$ cat src/rtl/imm32_pkg.sv
// imm32_pkg: shared constants and types for the RV32I immediate generator.
// Holds the opcode encodings, the immediate-format code and XLEN.
package imm32_pkg;

  localparam int XLEN = 32;

  // RV32I major opcodes (instruction bits [6:0])
  localparam logic [6:0] OP_IMM = 7'b0010011;
  localparam logic [6:0] LOAD   = 7'b0000011;
  localparam logic [6:0] JALR   = 7'b1100111;
  localparam logic [6:0] SYSTEM = 7'b1110011;
  localparam logic [6:0] STORE  = 7'b0100011;
  localparam logic [6:0] BRANCH = 7'b1100011;
  localparam logic [6:0] LUI    = 7'b0110111;
  localparam logic [6:0] AUIPC  = 7'b0010111;
  localparam logic [6:0] JAL    = 7'b1101111;

  // Immediate format reported alongside the immediate
  typedef enum logic [2:0] {
    FMT_NONE  = 3'd0,
    FMT_I     = 3'd1,
    FMT_S     = 3'd2,
    FMT_B     = 3'd3,
    FMT_U     = 3'd4,
    FMT_J     = 3'd5,
    FMT_SHAMT = 3'd6
  } imm_fmt_t;

endpackage

$ cat src/rtl/imm32_ext.sv
// imm32_ext: combinational immediate extraction and extension.
// Maps an instruction word plus the extension select to the next
// immediate value and its format code. No state.
module imm32_ext
  import imm32_pkg::*;
(
  input  logic [31:0]     i_in,
  input  logic            i_signextend,
  output logic [XLEN-1:0] o_imm,
  output imm_fmt_t        o_fmt
);

  logic [6:0] w_op;
  logic [2:0] w_f3;
  logic       w_s;

  assign w_op = i_in[6:0];
  assign w_f3 = i_in[14:12];
  // Every signed RV32I immediate keeps its MSB in in[31], so one fill bit
  // serves I/S/B/J alike; zero-extension simply forces it low.
  assign w_s  = i_signextend & i_in[31];

  // Opcode decode and field reassembly
  always_comb begin
    o_imm = '0;
    o_fmt = FMT_NONE;
    case (w_op)
      OP_IMM: begin
        if (w_f3 == 3'b001 || w_f3 == 3'b101) begin
          // shift amount is unsigned regardless of the extension select
          o_fmt = FMT_SHAMT;
          o_imm = {27'b0, i_in[24:20]};
        end else begin
          o_fmt = FMT_I;
          o_imm = {{20{w_s}}, i_in[31:20]};
        end
      end
      LOAD, JALR, SYSTEM: begin
        o_fmt = FMT_I;
        o_imm = {{20{w_s}}, i_in[31:20]};
      end
      STORE: begin
        o_fmt = FMT_S;
        o_imm = {{20{w_s}}, i_in[31:25], i_in[11:7]};
      end
      BRANCH: begin
        o_fmt = FMT_B;
        o_imm = {{19{w_s}}, i_in[31], i_in[7], i_in[30:25], i_in[11:8], 1'b0};
      end
      LUI, AUIPC: begin
        o_fmt = FMT_U;
        o_imm = {i_in[31:12], 12'b0};
      end
      JAL: begin
        o_fmt = FMT_J;
        o_imm = {{11{w_s}}, i_in[31], i_in[19:12], i_in[20], i_in[30:21], 1'b0};
      end
      default: begin
        o_fmt = FMT_NONE;
        o_imm = '0;
      end
    endcase
  end

endmodule

$ cat src/rtl/imm32_gen.sv
// imm32_gen: RV32I immediate generator with one cycle of latency.
// Decode lives in imm32_ext; this level only registers the result.
// Optional macro IMM32_GEN_ILLEGAL_EN adds a registered 'illegal' flag.
module imm32_gen
  import imm32_pkg::*;
(
  input  logic            clk,
  input  logic            reset,
  input  logic [31:0]     in,
  input  logic            signextend,
  output logic [XLEN-1:0] imm,
  output logic [2:0]      fmt
`ifdef IMM32_GEN_ILLEGAL_EN
  ,
  output logic            illegal
`endif
);

  logic [XLEN-1:0] w_imm;
  imm_fmt_t        w_fmt;
  logic [XLEN-1:0] r_imm;
  imm_fmt_t        r_fmt;

  imm32_ext u_ext (
    .i_in        (in),
    .i_signextend(signextend),
    .o_imm       (w_imm),
    .o_fmt       (w_fmt)
  );

  // Capture decoded immediate and format every cycle
  always_ff @(posedge clk or posedge reset) begin
    if (reset) begin
      r_imm <= '0;
      r_fmt <= FMT_NONE;
    end else begin
      r_imm <= w_imm;
      r_fmt <= w_fmt;
    end
  end

  assign imm = r_imm;
  assign fmt = r_fmt;

`ifdef IMM32_GEN_ILLEGAL_EN
  logic r_illegal;

  // Every supported opcode ends in 2'b11, so in[1:0] != 2'b11 already
  // lands in the NONE decode; one compare covers both illegal cases.
  always_ff @(posedge clk or posedge reset) begin
    if (reset) r_illegal <= 1'b0;
    else       r_illegal <= (w_fmt == FMT_NONE);
  end

  assign illegal = r_illegal;
`endif

endmodule

$ cat config.mk
export PLATFORM = sky130hd
export DESIGN_NAME = imm32_gen
export DESIGN_NICKNAME = d
export VERILOG_FILES = /design/src/rtl/imm32_pkg.sv /design/src/rtl/imm32_ext.sv /design/src/rtl/imm32_gen.sv
export SDC_FILE = /design/constraint.sdc
export NUM_CORES = 1
export LEC_CHECK = 0
export CAP_MARGIN = 20
export CORE_MARGIN = 2
export CORE_UTILIZATION = 29
export DETAILED_ROUTE_END_ITERATION = 10
export GPL_ROUTABILITY_DRIVEN = 0
export SYNTH_ARGS = -nofsm -noshare
export SYNTH_HDL_FRONTEND = slang
export SYNTH_SLANG_ARGS = --single-unit
$ cat constraint.sdc
create_clock -name clk -period 2 [get_ports clk]
set_input_delay 0.4 -clock clk [delete_from_list [all_inputs] [get_ports clk]]
set_output_delay 0.4 -clock clk [all_outputs]
set_load 0.01 [all_outputs]
==> out/qor.yml, run 1 <==
area_delta_synth_final_pct: 65.8
die_area_um2: 5800
final_critical_path_setup_slack_ns: 0.208
drive_gt1_share_pct: 18.2
report.final.setup_viol: 0
multi_input_comb_area_um2: 586
ys_top_cells_by_area: "dfrtp_1, o21ai_0, o21ai_2, nand2_1, and2b_1"
die_span_x_um: 76.2
cts-hold-fix-buffers: 0
via_count: 1384
ctsRootBufferMaster: "clkbuf_8"
worstHoldPathType: "input pin to async pin"
numPlacedInstances: 294
stdcell_count: 301
detailed_place_hpwl_um: 2870
timing.critical_path.cells: "clkdlybuf4s50_1 -> or2_4 -> o221ai_2 -> a21oi_4 -> and2b_1"
hold-worst-slack_ns: 0.518
sum_of_overflow_across_all_layers_after_global_routing: 0
synth_top_cell_by_area: "dfrtp_1"
timing_worst_slew_pin_value_ns: 0.506
powerDensity_nw_per_um2: 571
floorplan.initialDensity_pct: 29.8
cts_post_setup_buffers_inserted: 0
path_clk_slew_ns: 0.06
synth.avg_cell_area_um2: 10.7
total_nets_after_synthesis: 176
worst-endpoint-required_ns: 2.17
synthMostInstantiatedCell: "dfrtp_1"
area_of_the_mapped_netlist_um2: 1510
number_of_antenna_violations_at_the_first_check_in_global_routing: 0
finalCritPeriodShare_pct: 89.6
drt_first_pass_iters: 4
criticalPathCategory: "input pin to flip-flop"
routed_via_density: 4.60
rsz_0062_raised_after_global_routing: "no"
synth_area_in_simple_gates_pct: 15.7
post_synthesis_adder_cell_area_fraction_pct: 0
synth-edff-count: 0
cts_tree: "done"
insertedDiodeCount: 0
row_count: 26
ys_async_sr_fraction_pct: 100
drv_cap: 0
critical_path_peak_fanout: 16
timing.max_slew.rel_slack_pct: 66.0
main_combinational_cell_family_by_area_after_synthesis: "compound AO/OA/AOI/OAI gates"
totalWireLength_um: 3770
yosys_warnings: 0
wl_per_cell_um: 12.5
synth_common_cells: "dfrtp_1, o21ai_0, nand2_1"
design.final.nets: 266
clock_tree.htree_level_count: 2
final-hold-violation-count: 0
clk_path_buf_depth: 2
grt.total_usage_pct: 13.4
total_cts_buffers: 5
ant_nets: 0
postCtsResizedCells: 0
design.core.area_um2: 5070
fin_area_um2: 2500
placed_area_um2: 2400
critPathLaunchType: "input pin"
initial_drc_count: 87
io_pins: 70
register_area_um2: 876
number_of_register_bits_inferred_by_synthesis: 35
syn_inst: 141
final_layout_setup_total_negative_slack_ns: 0
timing.critical_path.arrival_ns: 1.96
max_clock_freq_mhz: 558
dieHeight_um: 76.2
grt_first_pass_wirelength_um: 6160
status: "complete, no violations"
static-leakage-power_nw: 1.09
place.port_buffers: 69
yosysUniqueCellTypes: 31
grt_pass1_vias: 1302
synth_compound_area_share_pct: 21.8
drt_drc_violations_left: 0
critPathSlowestCell: "clkdlybuf4s50_1"
finalCriticalPeriod_ns: 1.79
synth_xor_area_share_pct: 0
ir_worst_vdd_uv: 236
synth.area.mux_share_pct: 0
filler_cell_count: 480
cts.sinks: 35
setup.worst_path.end_class: "flip-flop"
grt_start_max_net_pins: 36
final-max-slew-violation-count: 0
cp_slowest_stage_delay_ns: 0.54
synth_top_area_share_pct: 58.0
yosysSeqAreaShare_pct: 58.0
synthFlopType: "dfrtp_1"
dpl_worst_slack_ns: -0.266
-- area by class of cell --
type / instances / area share, %
sequential: 35 / 35.0
timing repair buffer: 91 / 34.2
multi-input combinational: 95 / 23.4
tap: 70 / 3.50
clock buffer: 6 / 3.30
inverter: 3 / 0.450
clock inverter: 1 / 0.200
-- cells in the final DEF, fill, tap and decap left out, drive strengths merged, types with 5 or more instances in the layout --
cell type and n:
clkbuf 6, o21ai 34, buf 22, dfrtp 35
a21oi 8, clkdlybuf4s50 69, nand2 15, and2b 7
nor2 5
-- state kept, by name, indices dropped and copies added (netlist names) --
name and cells:
fmt 3, imm 32
-- cells by family (layout without fill, tap and decap cells) --
family	Yosys count	count (layout)
buffers and inverters	11	101
AOI/OAI and AO/OA	52	52
and+or+nand+nor	43	43
DFF	35	35
-- power by group --
part | leakage (nW) | internal (W) | switching, W
registers | 0.486 | 0.000720 | 0.00000295
logic | 0.559 | 0.000121 | 0.0000926
clock network | 0.0470 | 0.000270 | 0.000224
-- metal layers --
layer / wire, um / share of wire, % / up-vias / GRT usage [%]
li1: - / - / 676 / -
met1: 1790 / 48 / 641 / 17.7
met2: 1660 / 44 / 63 / 20.6
met3: 287 / 7.6 / 4 / 4.86
met4: 38 / 1.0 / 0 / 4.36
met5: 0 / 0 / - / 0
-- through the flow --
| step | util, % | total power [W] |
|---|---|---|
| finish | 49.3 | 0.00143 |
| global route | 49.3 | 0.00149 |
| CTS | 49.1 | 0.00144 |
| detailed placement | 47.4 | 0.000948 |
| global placement | 47.4 | 0.000948 |
| floorplan | - | 0.000810 |
-- worst paths after layout --
kind / from / endpoint / slack [ns] / cells after the start
min: reset / imm[26] / 0.52 / 3
max in group asynchronous: reset / imm[1] / 1.17 / 3
max: in[5] / imm[7] / 0.21 / 5
min in group clk: in[17] / imm[17] / 0.69 / 3
-- worst max-delay path: cells and delay by family --
| kind | cells | cell delay [ns] |
|---|---|---|
| AO/OA/AOI/OAI | 2 | 0.62 |
| buffers and inverters | 1 | 0.54 |
| AND/OR/NAND/NOR | 2 | 0.39 |
Power figures use the tool's default switching activity.
==> inputs of run 2 (changes only) <==
Settings changed: CORE_MARGIN 2 to 4.
==> run 2 against run 1 <==
- clock-buffer cell count unchanged
- routed wire length grew 0.50%
- total power is 2.2% lower
- sequential share of layout area is 0.70 points higher
- non-clock buffer count shrank 8
- worst hold slack gained 0.019 ns
- critical endpoint is now imm[15]
- largest power group unchanged
==> out/qor.yml, run 2 (same netlist as run 1, synthesis figures left out) <==
status: "complete, no violations"
wl_per_cell_um: 12.9  # +2.9%
drt_first_pass_iters: 4  # unchanged
design.final.nets: 258  # -3.0%
die_span_x_um: 80.2  # +5.3%
finalCritPeriodShare_pct: 92.6  # +3.0 points
routed_via_density: 4.48  # -2.6%
via_count: 1317  # -4.8%
cp_slowest_stage_delay_ns: 0.54  # about the same
fin_area_um2: 2450  # -1.9%
initial_drc_count: 106  # +22%
critical_path_peak_fanout: 10  # -6
totalWireLength_um: 3790  # +0.50%
grt_first_pass_wirelength_um: 5840  # -5.1%
setup.worst_path.end_class: "flip-flop"
drive_gt1_share_pct: 14.7  # -3.4 points
ant_nets: 0  # unchanged
cts.sinks: 35  # unchanged
final_common_cell: "clkdlybuf4s50_1"
dieHeight_um: 80.2  # +5.3%
static-leakage-power_nw: 1.05  # -3.5%
cts_post_setup_buffers_inserted: 0  # unchanged
area_delta_synth_final_pct: 62.6
criticalPathCategory: "input pin to flip-flop"
worstHoldPathType: "input pin to async pin"
path_clk_slew_ns: 0.07  # about the same
report.final.setup_viol: 0  # unchanged
place.port_buffers: 69  # unchanged
design.core.area_um2: 5070  # unchanged
number_of_antenna_violations_at_the_first_check_in_global_routing: 0  # unchanged
timing.max_slew.rel_slack_pct: 57.6  # -8.5 points
grt_pass1_vias: 1225  # -5.9%
final-hold-violation-count: 0  # unchanged
detailed_place_hpwl_um: 2930  # +2.0%
largest_register_ffs: 32  # unchanged
final-max-slew-violation-count: 0  # unchanged
cts-hold-fix-buffers: 0  # unchanged
insertedDiodeCount: 0  # unchanged
grt.total_usage_pct: 11.9  # -1.5 points
row_count: 26  # unchanged
grt_start_max_net_pins: 36  # unchanged
placed_area_um2: 2370  # -1.5%
max_clock_freq_mhz: 540  # -3.3%
postCtsResizedCells: 0  # unchanged
cp-startpoint: "in[6]"
ctsRootBufferMaster: "clkbuf_8"
layout.cells.most_common_list: "clkdlybuf4s50_1, dfrtp_1, o21ai_0"
critPathLaunchType: "input pin"
cts_tree: "done"
rsz_0062_raised_after_global_routing: "no"
timing_worst_slew_pin_value_ns: 0.636  # +0.131 ns
clock_tree.htree_level_count: 2  # unchanged
io_pins: 70  # unchanged
hold-worst-slack_ns: 0.536  # +0.0187 ns
powerDensity_nw_per_um2: 570  # -0.26%
timing.critical_path.arrival_ns: 1.98  # +0.02 ns
worst-endpoint-required_ns: 2.13  # -0.04 ns
p_total_w: 0.00140  # -2.2%
critPathSlowestCell: "clkdlybuf4s50_1"
clk_path_buf_depth: 2  # unchanged
ir_worst_vdd_uv: 191  # -19%
floorplan.initialDensity_pct: 29.8  # unchanged
finalCriticalPeriod_ns: 1.85  # +0.0608 ns
timing.critical_path.cells: "clkdlybuf4s50_1 -> buf_4 -> o221ai_2 -> a21oi_1 -> o21ai_0"
drv_cap: 0  # unchanged
sum_of_overflow_across_all_layers_after_global_routing: 0  # unchanged
filler_cell_count: 492  # +2.5%
drt_drc_violations_left: 0  # unchanged
die_area_um2: 6430  # +11%
total_cts_buffers: 5  # unchanged
[run 2: changes by cell type in the layout (fill, tap and decap cells not counted)]
cell,change
a21oi_1,+1
clkbuf_1,+1
clkinvlp_4,+1
clkbuf_8,-1
a21oi_4,-1
buf_4,-10
buf_12,+2
[run 2: where the power goes]
part | switching [W] | internal [W] | leakage, nW
sequential | 0.00000296 | 0.000719 | 0.486
combinational | 0.0000880 | 0.000115 | 0.526
clock | 0.000231 | 0.000243 | 0.0412
[run 2: worst max-delay path, delay by kind of cell]
kind | cells | cell delay [ns]
buf+inv | 2 | 0.72
compound gates | 3 | 0.85
[run 2: per-layer routing]
layer	GRT usage (%)	vias to the layer above	share of wire, %
li1	-	659	-
met1	15.2	602	46
met2	18.8	54	46
met3	3.59	2	7.5
met4	4.73	0	0.50
met5	0	-	0
[run 2: path summary, 6_finish.rpt]
| check | endpoint | cells after the start | slack, ns |
|---|---|---|---|
| worst max-delay path | imm[15] | 5 | 0.15 |
| worst min-delay path | imm[15] | 3 | 0.54 |
| max in group asynchronous | imm[1] | 3 | 1.16 |
| min in group clk | imm[17] | 3 | 0.69 |
[run 2: area by class of cell]
class                           count  area (um^2)  area share (%)
Clock buffer                        6         72.6            2.96
Clock inverter                      2         12.5           0.510
Multi-Input combinational cell     95          574            23.4
Timing Repair Buffer               83          821            33.4
Inverter                            3         11.3           0.459
Sequential cell                    35          876            35.7
Tap cell                           70         87.6            3.57
[run 2: metrics by stage]
stage | std cells | setup WS [ns] | util, % | TNS [ns]
floorplan | 141 | 0.597 | - | 0
global placement | 286 | -0.131 | 46.7 | -1.22
CTS | 294 | 0.159 | 48.4 | 0
global route | 294 | 0.0173 | 48.4 | 0
finish | 294 | 0.147 | 48.4 | 0
detailed placement | 286 | -0.139 | 46.7 | -1.14
